## src/rtl/tdm_pkg.sv

```systemverilog
// tdm_pkg: shared state type, default sizes and slot-width helper for the TDM demux
package tdm_pkg;
  typedef enum logic {UNLOCKED, LOCKED} state_t;
  localparam int WIDTH_DEF = 4;
  localparam int NCH_DEF = 4;
  function automatic int slot_w(input int n);
    return (n < 2) ? 1 : $clog2(n);
  endfunction
endpackage

```

## src/rtl/tdm_slot_counter.sv

```systemverilog
// tdm_slot_counter: modulo-NCH slot index with enable, clear-to-0, load-to-1 and wrap flag
module tdm_slot_counter
  import tdm_pkg::*;
#(
  parameter int NCH = NCH_DEF,
  parameter int SW = slot_w(NCH)
) (
  input  logic          clk,
  input  logic          reset,
  input  logic          en_i,
  input  logic          load_i,
  input  logic          clr_i,
  output logic [SW-1:0] slot_o,
  output logic          wrap_o
);
  logic [SW-1:0] slot_q, slot_d;
  assign wrap_o = slot_q == SW'(NCH - 1);
  assign slot_o = slot_q;
  // clear beats load beats count; wrap back to 0 after the last slot
  always_comb
    slot_d = clr_i ? '0 : load_i ? SW'(1) : en_i ? (wrap_o ? '0 : slot_q + 1'b1) : slot_q;
  // slot register, async reset to slot 0
  always_ff @(posedge clk or posedge reset)
    if (reset) slot_q <= '0;
    else slot_q <= slot_d;
endmodule

```

## src/rtl/tdm_demux4.sv

```systemverilog
// tdm_demux4: TDM receive demux, sync-aligned, atomic frame publish; TDM_DEMUX_SYNC_CHECK_EN enables sync checking
module tdm_demux4
  import tdm_pkg::*;
#(
  parameter int WIDTH = WIDTH_DEF,
  parameter int NCH = NCH_DEF
) (
  input  logic                 clk,
  input  logic                 reset,
  input  logic                 en,
  input  logic                 sync,
  input  logic [WIDTH-1:0]     d,
  output logic [NCH*WIDTH-1:0] q,
  output logic                 valid,
  output logic                 locked,
  output logic                 err
);
  localparam int SW = slot_w(NCH);
  state_t state_q, state_d;
  logic [NCH-1:0][WIDTH-1:0] shadow_q, shadow_d;
  logic [NCH*WIDTH-1:0] frame_q, frame_d;
  logic valid_q, valid_d, err_q, err_d;
  logic [SW-1:0] slot;
  logic wrap, take, miss, early, start, step;
  tdm_slot_counter #(.NCH(NCH), .SW(SW)) u_cnt (
    .clk(clk),
    .reset(reset),
    .en_i(step),
    .load_i(start),
    .clr_i(miss),
    .slot_o(slot),
    .wrap_o(wrap)
  );
  // decode the slot event, then steer d into shadow or publish the whole frame
  always_comb begin
    take = en && state_q == LOCKED;
`ifdef TDM_DEMUX_SYNC_CHECK_EN
    miss = take && slot == '0 && !sync;
    early = take && sync && slot != '0;
`else
    miss = 1'b0;
    early = 1'b0;
`endif
    start = (en && sync && state_q == UNLOCKED) || early;
    step = take && !miss && !early;
    shadow_d = shadow_q;
    if (start) shadow_d[0] = d;
    else if (step) shadow_d[slot] = d;
    frame_d = (step && wrap) ? {d, shadow_q[NCH-2:0]} : frame_q;
    valid_d = step && wrap;
    err_d = miss || early;
    state_d = start ? LOCKED : miss ? UNLOCKED : state_q;
  end
  // FSM state and registered outputs; reset discards any partial frame
  always_ff @(posedge clk or posedge reset)
    if (reset) begin
      state_q <= UNLOCKED;
      shadow_q <= '0;
      frame_q <= '0;
      valid_q <= 1'b0;
      err_q <= 1'b0;
    end else begin
      state_q <= state_d;
      shadow_q <= shadow_d;
      frame_q <= frame_d;
      valid_q <= valid_d;
      err_q <= err_d;
    end
  assign q = frame_q;
  assign valid = valid_q;
  assign locked = state_q == LOCKED;
  assign err = err_q;
endmodule

```

## config.mk

```make
export PLATFORM = sky130hd
export DESIGN_NAME = tdm_demux4
export DESIGN_NICKNAME = d
export VERILOG_FILES = /design/src/rtl/tdm_pkg.sv /design/src/rtl/tdm_slot_counter.sv /design/src/rtl/tdm_demux4.sv
export SDC_FILE = /design/constraint.sdc
export NUM_CORES = 1
export LEC_CHECK = 0
export ABC_AREA = 1
export CAP_MARGIN = 0
export CORE_MARGIN = 3
export CORE_UTILIZATION = 45
export DETAILED_ROUTE_END_ITERATION = 10
export GPL_TIMING_DRIVEN = 0
export PLACE_DENSITY = 0.74
export SKIP_CTS_REPAIR_TIMING = 1
export SYNTH_ARGS = -nofsm -noshare
export SYNTH_HDL_FRONTEND = slang
export SYNTH_SLANG_ARGS = --single-unit
```

## constraint.sdc

```tcl
create_clock -name clk -period 1 [get_ports clk]
set_input_delay 0.2 -clock clk [delete_from_list [all_inputs] [get_ports clk]]
set_output_delay 0.2 -clock clk [all_outputs]
set_load 0.05 [all_outputs]
```

After elaboration in Yosys (flattened, before gate mapping)
Index checks and enable logic that the tools add are counted.
W data, S select, Z words.
{"block": "word_totals", "reg_bits": 36, "latch_bits": 0, "ramBits": 0, "mem_bits_ro": 0, "inputBits": 8, "out_inout_bits": 19, "word_cells": 29, "n_memories": 0}
{"block": "op_classes", "addsub": 1, "multipliers": 0, "n_div": 0, "magnitude_cmp": 2, "n_eq_ne": 1, "shift": 0, "mux": 8, "n_bitwise": 2, "n_reduce_logical": 7}
{"operator": "$bwmux W16", "count": 1}
{"operator": "$mux W4", "count": 3}
{"operator": "$demux W4 S2", "count": 1}
{"operator": "$mux W2", "count": 3}
{"operator": "$logic_and A1 B1 Y1", "count": 5}
{"operator": "$lt A2 B3 Y1 const B", "count": 1}
{"operator": "$add A2 B1 Y2 const B", "count": 1}
{"operator": "$eq A2 B2 Y1 const B", "count": 1}
{"operator": "$ge A2 B1 Y1 const B", "count": 1}
{"operator": "$not A1 Y1", "count": 2}
{"operator": "$reduce_and A2 Y1", "count": 1}
{"operator": "$reduce_bool A2 Y1", "count": 1}

Depth between registers and ports, before layout
Gate-level depths: netlist (run 1).
{"block": "depth", "word_depth": 7, "depth_mapped": 7, "depth_no_buf": 7}

Hierarchy
Synthesis (run 1) repeated with hierarchy kept, for this count alone.
{"block": "unflattened", "cells_unflattened": 152, "hier_area_um2": 1310.0}
{"mod": "tdm_demux4", "n_inst": 1, "cells_per_inst": 136, "area_each_um2": 1192.4, "seq_area_each_um2": 750.7}
{"mod": "tdm_slot_counter", "n_inst": 1, "cells_per_inst": 16, "area_each_um2": 117.6, "seq_area_each_um2": 50.0}

Least setup slack after synthesis (run 1)
Ideal clock, no wire load.
{"block": "synth_path", "path_type": "reg-to-reg", "from": "register state_q (netlist: locked)", "to": "register frame_q[10] (netlist: q[10])", "setup_ps": 122, "t_arrival_ps": 1264, "required_ps": 878, "slack_ps": -386, "stages_incl_launch_ff": 6, "path_buffers": 2, "period_less_slack_ps": 1386, "cell_sequence": "dfrtp_1 > nand2_2 > buf_6 > buf_6 > o21ai_1 > nand2_1"}
{"block": "synth_between", "elab_chain_len": 2}
{"item": "from (decl)", "line": "tdm_demux4.sv:19", "rtl": "state_t state_q, state_d;"}
{"item": "from (signal assigned)", "line": "tdm_demux4.sv:63", "rtl": "state_q <= state_d;"}
{"item": "$logic_and A1 B1 Y1", "line": "tdm_demux4.sv:36", "rtl": "take = en && state_q == LOCKED;"}
{"item": "$logic_and A1 B1 Y1", "line": "tdm_demux4.sv:49", "rtl": "frame_d = (step && wrap) ? {d, shadow_q[NCH-2:0]} : frame_q;"}
{"item": "to (signal assigned)", "line": "tdm_demux4.sv:65", "rtl": "frame_q <= frame_d;"}
{"item": "to (decl)", "line": "tdm_demux4.sv:21", "rtl": "logic [NCH*WIDTH-1:0] frame_q, frame_d;"}
No other way between the ends.
A chain may end at the register's enable or synchronous reset.

Final worst setup path (run 1)
{"block": "layout_path", "from": "register u_cnt.slot_q[1] (netlist: u_cnt.slot_o[1])", "to": "register frame_q[13] (netlist: q[13])"}
{"block": "layout_between", "elab_chain_len": 2}
{"item": "from (decl)", "line": "tdm_slot_counter.sv:16", "rtl": "logic [SW-1:0] slot_q, slot_d;"}
{"item": "from (signal assigned)", "line": "tdm_slot_counter.sv:25", "rtl": "else slot_q <= slot_d;"}
{"item": "$eq A2 B2 Y1", "line": "tdm_slot_counter.sv:17", "rtl": "assign wrap_o = slot_q == SW'(NCH - 1);"}
{"item": "$logic_and A1 B1 Y1"}
{"item": "net valid_d", "line": "tdm_demux4.sv:22", "rtl": "logic valid_q, valid_d, err_q, err_d;"}
The timed path passes the listed nets, and every way through them passes these cells.

==> flow_summary.ini, run 1 <==
[outcome]
outcome = finished, violations left
violations = negative setup slack

[critical_path]
critPathTopFamily = flip-flops
cp-end-kind = flop
critPathMaxFanout = 8
critPathBufInv = 2
rr_worst_depth = 6
rrSetupSlack_ns = -0.26
crit_chain = ha_4, inv_8, nor2_4, buf_6, nand2_2, nand2_1
worstPathRequired_ns = 1.28
worstSetupPathType = flop to flop
start_kind = flop
worstReg2RegStart = u_cnt.slot_o[1]$_DFFE_PP0P_
r2r-end = q[13]$_DFFE_PP0P_
slowest_delay_ns = 0.44
arrival_ns = 1.54
slowest_stage = dfrtp_2

[place]
dpl_cell_area_um2 = 1680
port_buffers = 25
post-dp-hpwl_um = 2000
gp_congestion = 0.830

[floorplanning]
rows = 19
core_um2 = 2830
start_util_pct = 48.5
die-area_um2 = 3750
die_w_um = 61.2
die_h_um = 61.2
pin_count = 27

[global_route]
grt_pass1_vias = 1008
track_usage_pct = 17.1
use_met3_pct = 7.76
grt_pass1_wl_um = 4480
grt_max_degree = 33
overflow = 0
antenna_found_initial = 0
grt-busiest-layer = met2
use_met2_pct = 26.1
gr-usage-met1_pct = 20.4

[clock_network]
htreeDepth = 2
clockBufferDepth = 2
cts_root_buf = clkbuf_4
cts_tree = built
clkSlewWorstSetupHoldPaths_ns = 0.09
cts_num_sinks = 32
cts_buffers = 5
insertion_delay_ns = 0.33

[timing]
final_max_slew_viol_count = 0
period_minus_slack_ns = 1.26
fin_crit_sh_pct = 126
maxSlewHeadroom_pct = 53.8
fin_skew_ns = 0.00568
fmax_mhz = 791
setup_violations = 49
worst_pin_slew_ns = 0.691
grt_setup_unrepaired = true
hold_violations = 0
fin_ws_ns = -0.264

[pwr]
clock_power_share_pct = 12.4
p_leak_nw = 1.05
power_frac_comb_pct = 53.0
powerDensity_nw_per_um2 = 3090
intPower_w = 0.00365
seqPwrFrac_pct = 34.5
ir_drop_uv = 1630
power_switching_share_pct = 44.9
switchingPower_w = 0.00297
power_w = 0.00662

[routing]
drt.antenna.violating_nets = 0
drc = 0
vias_per_cell = 5.14
drt_iter0_markers = 51
firstDrtPassIters = 4
routed_wl_um = 3250
vias = 1187
wl_per_cell_um = 14.1

[cells_and_area]
drive_above_1_share_pct = 49.5
most-common-layout-cells = nand2_1, buf_6, dfrtp_1
mostFrequentLayoutCell = nand2_1
area_growth_pct = 56.1
antenna-diode-count = 0
nets = 212
finish.instance_area_um2 = 2140

[synth]
netlist_top_cells_area = dfrtp_1, nand2_1, o21ai_0
ys_seq_area_share_pct = 58.4
synth_seq_cells = 32
yosys_warnings = 0
synth.cell_area_um2 = 1370
synth.avg_cell_area_um2 = 9.08
synth.top_cell.area_share_pct = 58.4
yosys.area.top_type = dfrtp_1
postSynthCellCount = 151
synth.distinct_cells = 18
syn-num-nets = 163

[flow_run]
drv_cap = 0

[worst_hold_path]
hold_path_class = input port to asynchronous set/reset pin
## power by group through the flow
stage                     logic (W)  registers (W)  clock network [W]
after detailed placement    0.00268        0.00216                  0
after global routing        0.00375        0.00235           0.000906
after global placement      0.00263        0.00212                  0
after floorplan            0.000840        0.00312                  0
final                       0.00351        0.00229           0.000823
after CTS                   0.00270        0.00213           0.000838
## layer usage
layer,wire length [um],up-vias,share of wire (%)
met2,1650,39,51
met4,56,0,1.7
li1,-,571,-
met3,184,7,5.7
met5,0,-,0
met1,1360,570,42
## synth_stat cells (all sizes together)
cell and n:
buf 5, clkbuf 1, conb 1, dfrtp 32, ha 4, inv 10, nand2 64, nand3 5
nor2 3, o21ai 26
## cell families after synthesis
kind of cell	after synthesis	synth area share, %
DFF	32	58.4
buffers and inverters	16	6.11
adders and majority gates	4	3.65
other	1	0.273
AOI/OAI and AO/OA	26	9.76
and+or+nand+nor	72	21.8
## stage by stage
stage               util, %  hold slack (ns)  setup WS, ns  instances  setup TNS, ns
finish                 75.7            0.313        -0.264        231          -7.78
global route           75.7            0.343        -0.322        231         -10.15
CTS                    61.6            0.486        -0.807        214         -27.88
detailed placement     59.3            0.464        -0.754        207         -39.07
global placement       59.3            0.460        -0.710        207         -36.62
floorplan                 -            0.316        -0.186        151          -4.02
## cell type report
cell class,count,area [um2]
Buffer,6,63.8
Clock buffer,7,65.1
Fill cell,189,688
Inverter,10,58.8
Multi-Input combinational cell,103,664
Sequential cell,32,805
Tap cell,31,38.8
Timing Repair Buffer,42,445
## how the worst max path moves through the flow
stage / slack (ns) / endpoint / start / cells after the start
floorplan: -0.19 / q[10]$_DFFE_PP0P_ / locked$_DFFE_PP0P_ / 5
global placement: -0.71 / locked$_DFFE_PP0P_ / reset / 2
detailed placement: -0.75 / locked$_DFFE_PP0P_ / reset / 2
CTS: -0.81 / locked / locked$_DFFE_PP0P_ / 1
global route: -0.32 / q[12]$_DFFE_PP0P_ / u_cnt.slot_o[1]$_DFFE_PP0P_ / 6
finish: -0.26 / q[13]$_DFFE_PP0P_ / u_cnt.slot_o[1]$_DFFE_PP0P_ / 6
## sequential cells by signal (all words and copies together), names as in the netlist
signal,flops
q,16
shadow_q,12
u_cnt.slot_o,2
locked,1
valid,1
(Power assumes the default switching activity.)
==> run 2: changes to the inputs <==
--- a/config.mk
+++ b/config.mk
@@ -8,10 +8,11 @@
 export ABC_AREA = 1
 export CAP_MARGIN = 0
 export CORE_MARGIN = 3
-export CORE_UTILIZATION = 45
+export CORE_UTILIZATION = 50
 export DETAILED_ROUTE_END_ITERATION = 10
 export GPL_TIMING_DRIVEN = 0
-export PLACE_DENSITY = 0.74
+export PLACE_DENSITY = 0.78
+export RECOVER_POWER = 25
 export SKIP_CTS_REPAIR_TIMING = 1
 export SYNTH_ARGS = -nofsm -noshare
 export SYNTH_HDL_FRONTEND = slang
==> constraint.sdc (replaced) <==
create_clock -name clk -period 1.2 [get_ports clk]
set_input_delay 0.24 -clock clk [delete_from_list [all_inputs] [get_ports clk]]
set_output_delay 0.24 -clock clk [all_outputs]
set_load 0.05 [all_outputs]
==> flow_summary.ini, run 2 (synthesis results as in run 1) <==
[timing]
final_max_slew_viol_count = 0
fmax_mhz = 801
fin_ws_ns = -0.0491
grt_setup_unrepaired = true
fin_crit_sh_pct = 104
period_minus_slack_ns = 1.25
maxSlewHeadroom_pct = 55.2
worst_pin_slew_ns = 0.671
setup_violations = 13
hold_violations = 0
fin_skew_ns = 0.00970

[cells_and_area]
finish.instance_area_um2 = 1840
nets = 201
mostFrequentLayoutCell = nand2_1
most-common-layout-cells = nand2_1, dfrtp_1, o21ai_0
n_fill_cell = 198
antenna-diode-count = 0
area_growth_pct = 34.2
drive_above_1_share_pct = 35.3
largest_reg_flops = 16

[critical_path]
critPathMaxFanout = 10
crit_chain = dlygate4sd3_1, nand2_4, clkbuf_2, o21ai_0, nand2_1
rr_worst_depth = 7
worstPathRequired_ns = 1.41
arrival_ns = 1.46
cp-end-kind = flop
slowest_delay_ns = 0.60
slowest_stage = dlygate4sd3_1
worstReg2RegStart = u_cnt.slot_o[0]$_DFFE_PP0P_
critPathBufInv = 2
critPathTopFamily = buffers and inverters
rrSetupSlack_ns = -0.05
r2r-end = q[12]$_DFFE_PP0P_
worstSetupPathType = input port to flop
start_kind = input port

[clock_network]
clkSlewWorstSetupHoldPaths_ns = 0.10
cts_num_sinks = 32
cts_buffers = 5
clockBufferDepth = 2
cts_tree = built
cts_root_buf = clkbuf_4
htreeDepth = 2
insertion_delay_ns = 0.33

[routing]
routed_wl_um = 2960
drt.antenna.violating_nets = 0
firstDrtPassIters = 5
vias = 1121
drc = 0
drt_iter0_markers = 19
wl_per_cell_um = 13.5
vias_per_cell = 5.10

[pwr]
ir_drop_uv = 1810
powerDensity_nw_per_um2 = 2650
p_leak_nw = 0.956

[global_route]
grt_pass1_wl_um = 4750
overflow = 0
grt_pass1_vias = 1117
antenna_found_initial = 0
grt_max_degree = 33
track_usage_pct = 18.7

[floorplanning]
die-area_um2 = 3410
pin_count = 27
start_util_pct = 53.9
core_um2 = 2540
rows = 18
die_h_um = 58.4
die_w_um = 58.4

[outcome]
outcome = finished, violations left
violations = negative setup slack

[place]
gp_congestion = 0.803
dpl_cell_area_um2 = 1670
post-dp-hpwl_um = 2000
port_buffers = 25
place_ws_ns = -0.573

[worst_hold_path]
hold_path_class = input port to asynchronous set/reset pin

[flow_run]
drv_cap = 0
## run 2: per-stage QoR
step                      std cells  util [%]  hold slack, ns  setup TNS (ns)  power (W)
after detailed placement        206      65.4           0.463          -25.43    0.00402
after floorplan                 151         -           0.356               0    0.00328
after global placement          206      65.4           0.455          -22.31    0.00394
after global routing            220      72.3           0.514           -1.37    0.00518
final                           220      72.3           0.461          -0.450    0.00488
after CTS                       214      67.8           0.475          -14.04    0.00465
## run 2: how the worst max path moves through the flow
stage / from / to / slack (ns) / depth (start not counted)
2_1_floorplan: locked$_DFFE_PP0P_ / q[10]$_DFFE_PP0P_ / 0.01 / 5
3_3_place_gp: reset / locked$_DFFE_PP0P_ / -0.51 / 2
3_5_place_dp: reset / locked$_DFFE_PP0P_ / -0.57 / 2
4_1_cts: locked$_DFFE_PP0P_ / locked / -0.60 / 1
5_1_grt: u_cnt.slot_o[1]$_DFFE_PP0P_ / q[8]$_DFFE_PP0P_ / -0.12 / 7
6_report: en / q[1]$_DFFE_PP0P_ / -0.05 / 5
## run 2: power by group
group          switching (W)  internal, W  total (W)
Sequential          0.000264      0.00153    0.00180
Clock               0.000365     0.000278   0.000644
Combinational        0.00165     0.000788    0.00244
Total                0.00228      0.00260    0.00488
## run 2: layer usage
| metal | GRT usage [%] | wire length, um |
|---|---|---|
| met4 | 8.94 | 57 |
| met5 | 0 | 0 |
| met2 | 32.7 | 1550 |
| met1 | 21.7 | 1200 |
| met3 | 3.95 | 154 |
## run 2: area by class of cell
class                   count  area, um2  share of cell area, %
well taps                  30       37.5                   2.04
clock buffers               6       51.3                   2.79
clock inverters             2       10.0                  0.544
plain buffers               6       53.8                   2.92
multi-input cells         103        571                   31.0
inverters                  10       48.8                   2.65
flip-flops and latches     32        802                   43.6
repair buffers             31        267                   14.5
## run 2: worst register-to-register path, stage by stage (launching register included)
cell and delay (ns):
dfrtp_1 0.39, buf_6 0.13, ha_4 0.15, inv_6 0.05, nor2_4 0.20, buf_6 0.18
nand2_2 0.04, nand2_1 0.06
==> run 3: changes to the inputs <==
--- a/config.mk
+++ b/config.mk
@@ -11,7 +11,7 @@
 export CORE_UTILIZATION = 50
 export DETAILED_ROUTE_END_ITERATION = 10
 export GPL_TIMING_DRIVEN = 0
-export PLACE_DENSITY = 0.78
+export PLACE_DENSITY_LB_ADDON = 0.15
 export RECOVER_POWER = 25
 export SKIP_CTS_REPAIR_TIMING = 1
 export SYNTH_ARGS = -nofsm -noshare
==> flow_summary.ini, run 3 (synthesis results as in run 1) <==
[timing]
hold_violations = 0
fmax_mhz = 801
grt_setup_unrepaired = true
whs_ns = 0.350
final_max_slew_viol_count = 0
fin_ws_ns = -0.0488
setup_violations = 10
maxSlewHeadroom_pct = 55.0
period_minus_slack_ns = 1.25
fin_skew_ns = 0.00253
worst_pin_slew_ns = 0.673
fin_crit_sh_pct = 104

[floorplanning]
pin_count = 27
start_util_pct = 53.9
die_w_um = 58.4
rows = 18
die-area_um2 = 3410
die_h_um = 58.4
core_um2 = 2540

[cells_and_area]
seqCellArea_um2 = 802
mostFrequentLayoutCell = nand2_1
area_growth_pct = 33.9
nets = 205
most-common-layout-cells = nand2_1, dfrtp_1, buf_4
antenna-diode-count = 0
n_fill_cell = 190
utilization_pct = 72.1
multi_input_comb_area_um2 = 532
largest_reg_flops = 16
drive_above_1_share_pct = 30.4

[global_route]
grt_pass1_wl_um = 4490
track_usage_pct = 17.8
grt_max_degree = 33
overflow = 0
grt_pass1_vias = 1047
antenna_found_initial = 0

[outcome]
violations = negative setup slack
outcome = finished, violations left

[pwr]
clock_power_share_pct = 13.1
intPower_w = 0.00266
ir_drop_uv = 2110
p_leak_nw = 0.957
powerDensity_nw_per_um2 = 2640
power_frac_comb_pct = 50.3
seqPwrFrac_pct = 36.6
switchingPower_w = 0.00219
power_switching_share_pct = 45.2

[clock_network]
cts_buffers = 5
cts_tree = built
cts_root_buf = clkbuf_4
insertion_delay_ns = 0.33
clkSlewWorstSetupHoldPaths_ns = 0.09
htreeDepth = 2
clockBufferDepth = 2
cts_num_sinks = 32

[routing]
firstDrtPassIters = 4
wl_per_cell_um = 12.5
vias = 1116
routed_wl_um = 2800
drt_iter0_markers = 28
drc = 0
drt.antenna.violating_nets = 0
vias_per_cell = 4.98

[critical_path]
arrival_ns = 1.01
rrSetupSlack_ns = -0.04
slowest_delay_ns = 0.45
crit_chain = clkbuf_4
worstPathRequired_ns = 0.96
start_kind = flop
critPathMaxFanout = 4
critPathTopFamily = flip-flops
cp-end-kind = primary output
slowest_stage = dfrtp_2
critPathBufInv = 1
worstSetupPathType = flop to primary output

[place]
gp_congestion = 0.789
post-dp-hpwl_um = 1830
port_buffers = 25

[worst_hold_path]
hold_path_class = input port to asynchronous set/reset pin

[flow_run]
drv_cap = 0
==> run 3: changes by cell type in the layout (fill, tap and decap cells not counted), moves of 2 or more <==
| cell | delta |
|---|---|
| nand2_2 | -7 |
| o21ai_0 | -6 |
| dlygate4sd3_1 | -2 |
| o21ai_1 | +7 |
| clkbuf_1 | +2 |
| buf_4 | +6 |
| clkbuf_4 | -2 |
| clkinv_2 | -2 |
| nand2_1 | +8 |
| clkdlybuf4s50_1 | +2 |
==> run 3: per-stage QoR <==
| stage | setup WS, ns | cells | TNS (ns) | power [W] | instance area, um2 |
|---|---|---|---|---|---|
| floorplan | 0.0109 | 151 | 0 | 0.00328 | 1380 |
| global placement | -0.538 | 206 | -23.40 | 0.00394 | 1670 |
| detailed placement | -0.570 | 206 | -24.84 | 0.00400 | 1670 |
| CTS | -0.614 | 214 | -14.41 | 0.00463 | 1720 |
| global route | -0.120 | 224 | -1.62 | 0.00518 | 1840 |
| finish | -0.0488 | 224 | -0.315 | 0.00485 | 1840 |
==> run 3: power groups by stage <==
stage / clock network (W) / registers [W] / logic (W)
3_5_place_dp: 0 / 0.00179 / 0.00221
4_1_cts: 0.000647 / 0.00176 / 0.00222
3_3_place_gp: 0 / 0.00176 / 0.00218
6_report: 0.000635 / 0.00178 / 0.00244
5_1_grt: 0.000702 / 0.00184 / 0.00263
2_1_floorplan: 0 / 0.00260 / 0.000683
==> run 3: final timing paths <==
path                                              from  cells past startpoint                 endpoint
max                                 locked$_DFFE_PP0P_                      1                   locked
min                                              reset                      2  shadow_q[6]$_DFFE_PP0P_
max reg2reg                u_cnt.slot_o[0]$_DFFE_PP0P_                      7        q[10]$_DFFE_PP0P_
min reg2reg                    shadow_q[3]$_DFFE_PP0P_                      2  shadow_q[3]$_DFFE_PP0P_
max in group asynchronous                        reset                      2       locked$_DFFE_PP0P_
min in group clk               shadow_q[3]$_DFFE_PP0P_                      2  shadow_q[3]$_DFFE_PP0P_
==> run 3: layer usage <==
metal  share of wire, %  track usage [%]  up-vias
met3                7.8             6.58        7
met1                 45             22.6      515
met4                1.6             6.95        0
met5                  0                0        -
li1                   -                -      559
met2                 46             27.8       35
==> run 3: final cells by class <==
type | count | share of cell area [%]
plain buffers | 6 | 2.93
clock buffers | 8 | 3.20
inverters | 10 | 2.52
multi-input cells | 103 | 29.0
flip-flops and latches | 32 | 43.7
well taps | 30 | 2.04
repair buffers | 35 | 16.6
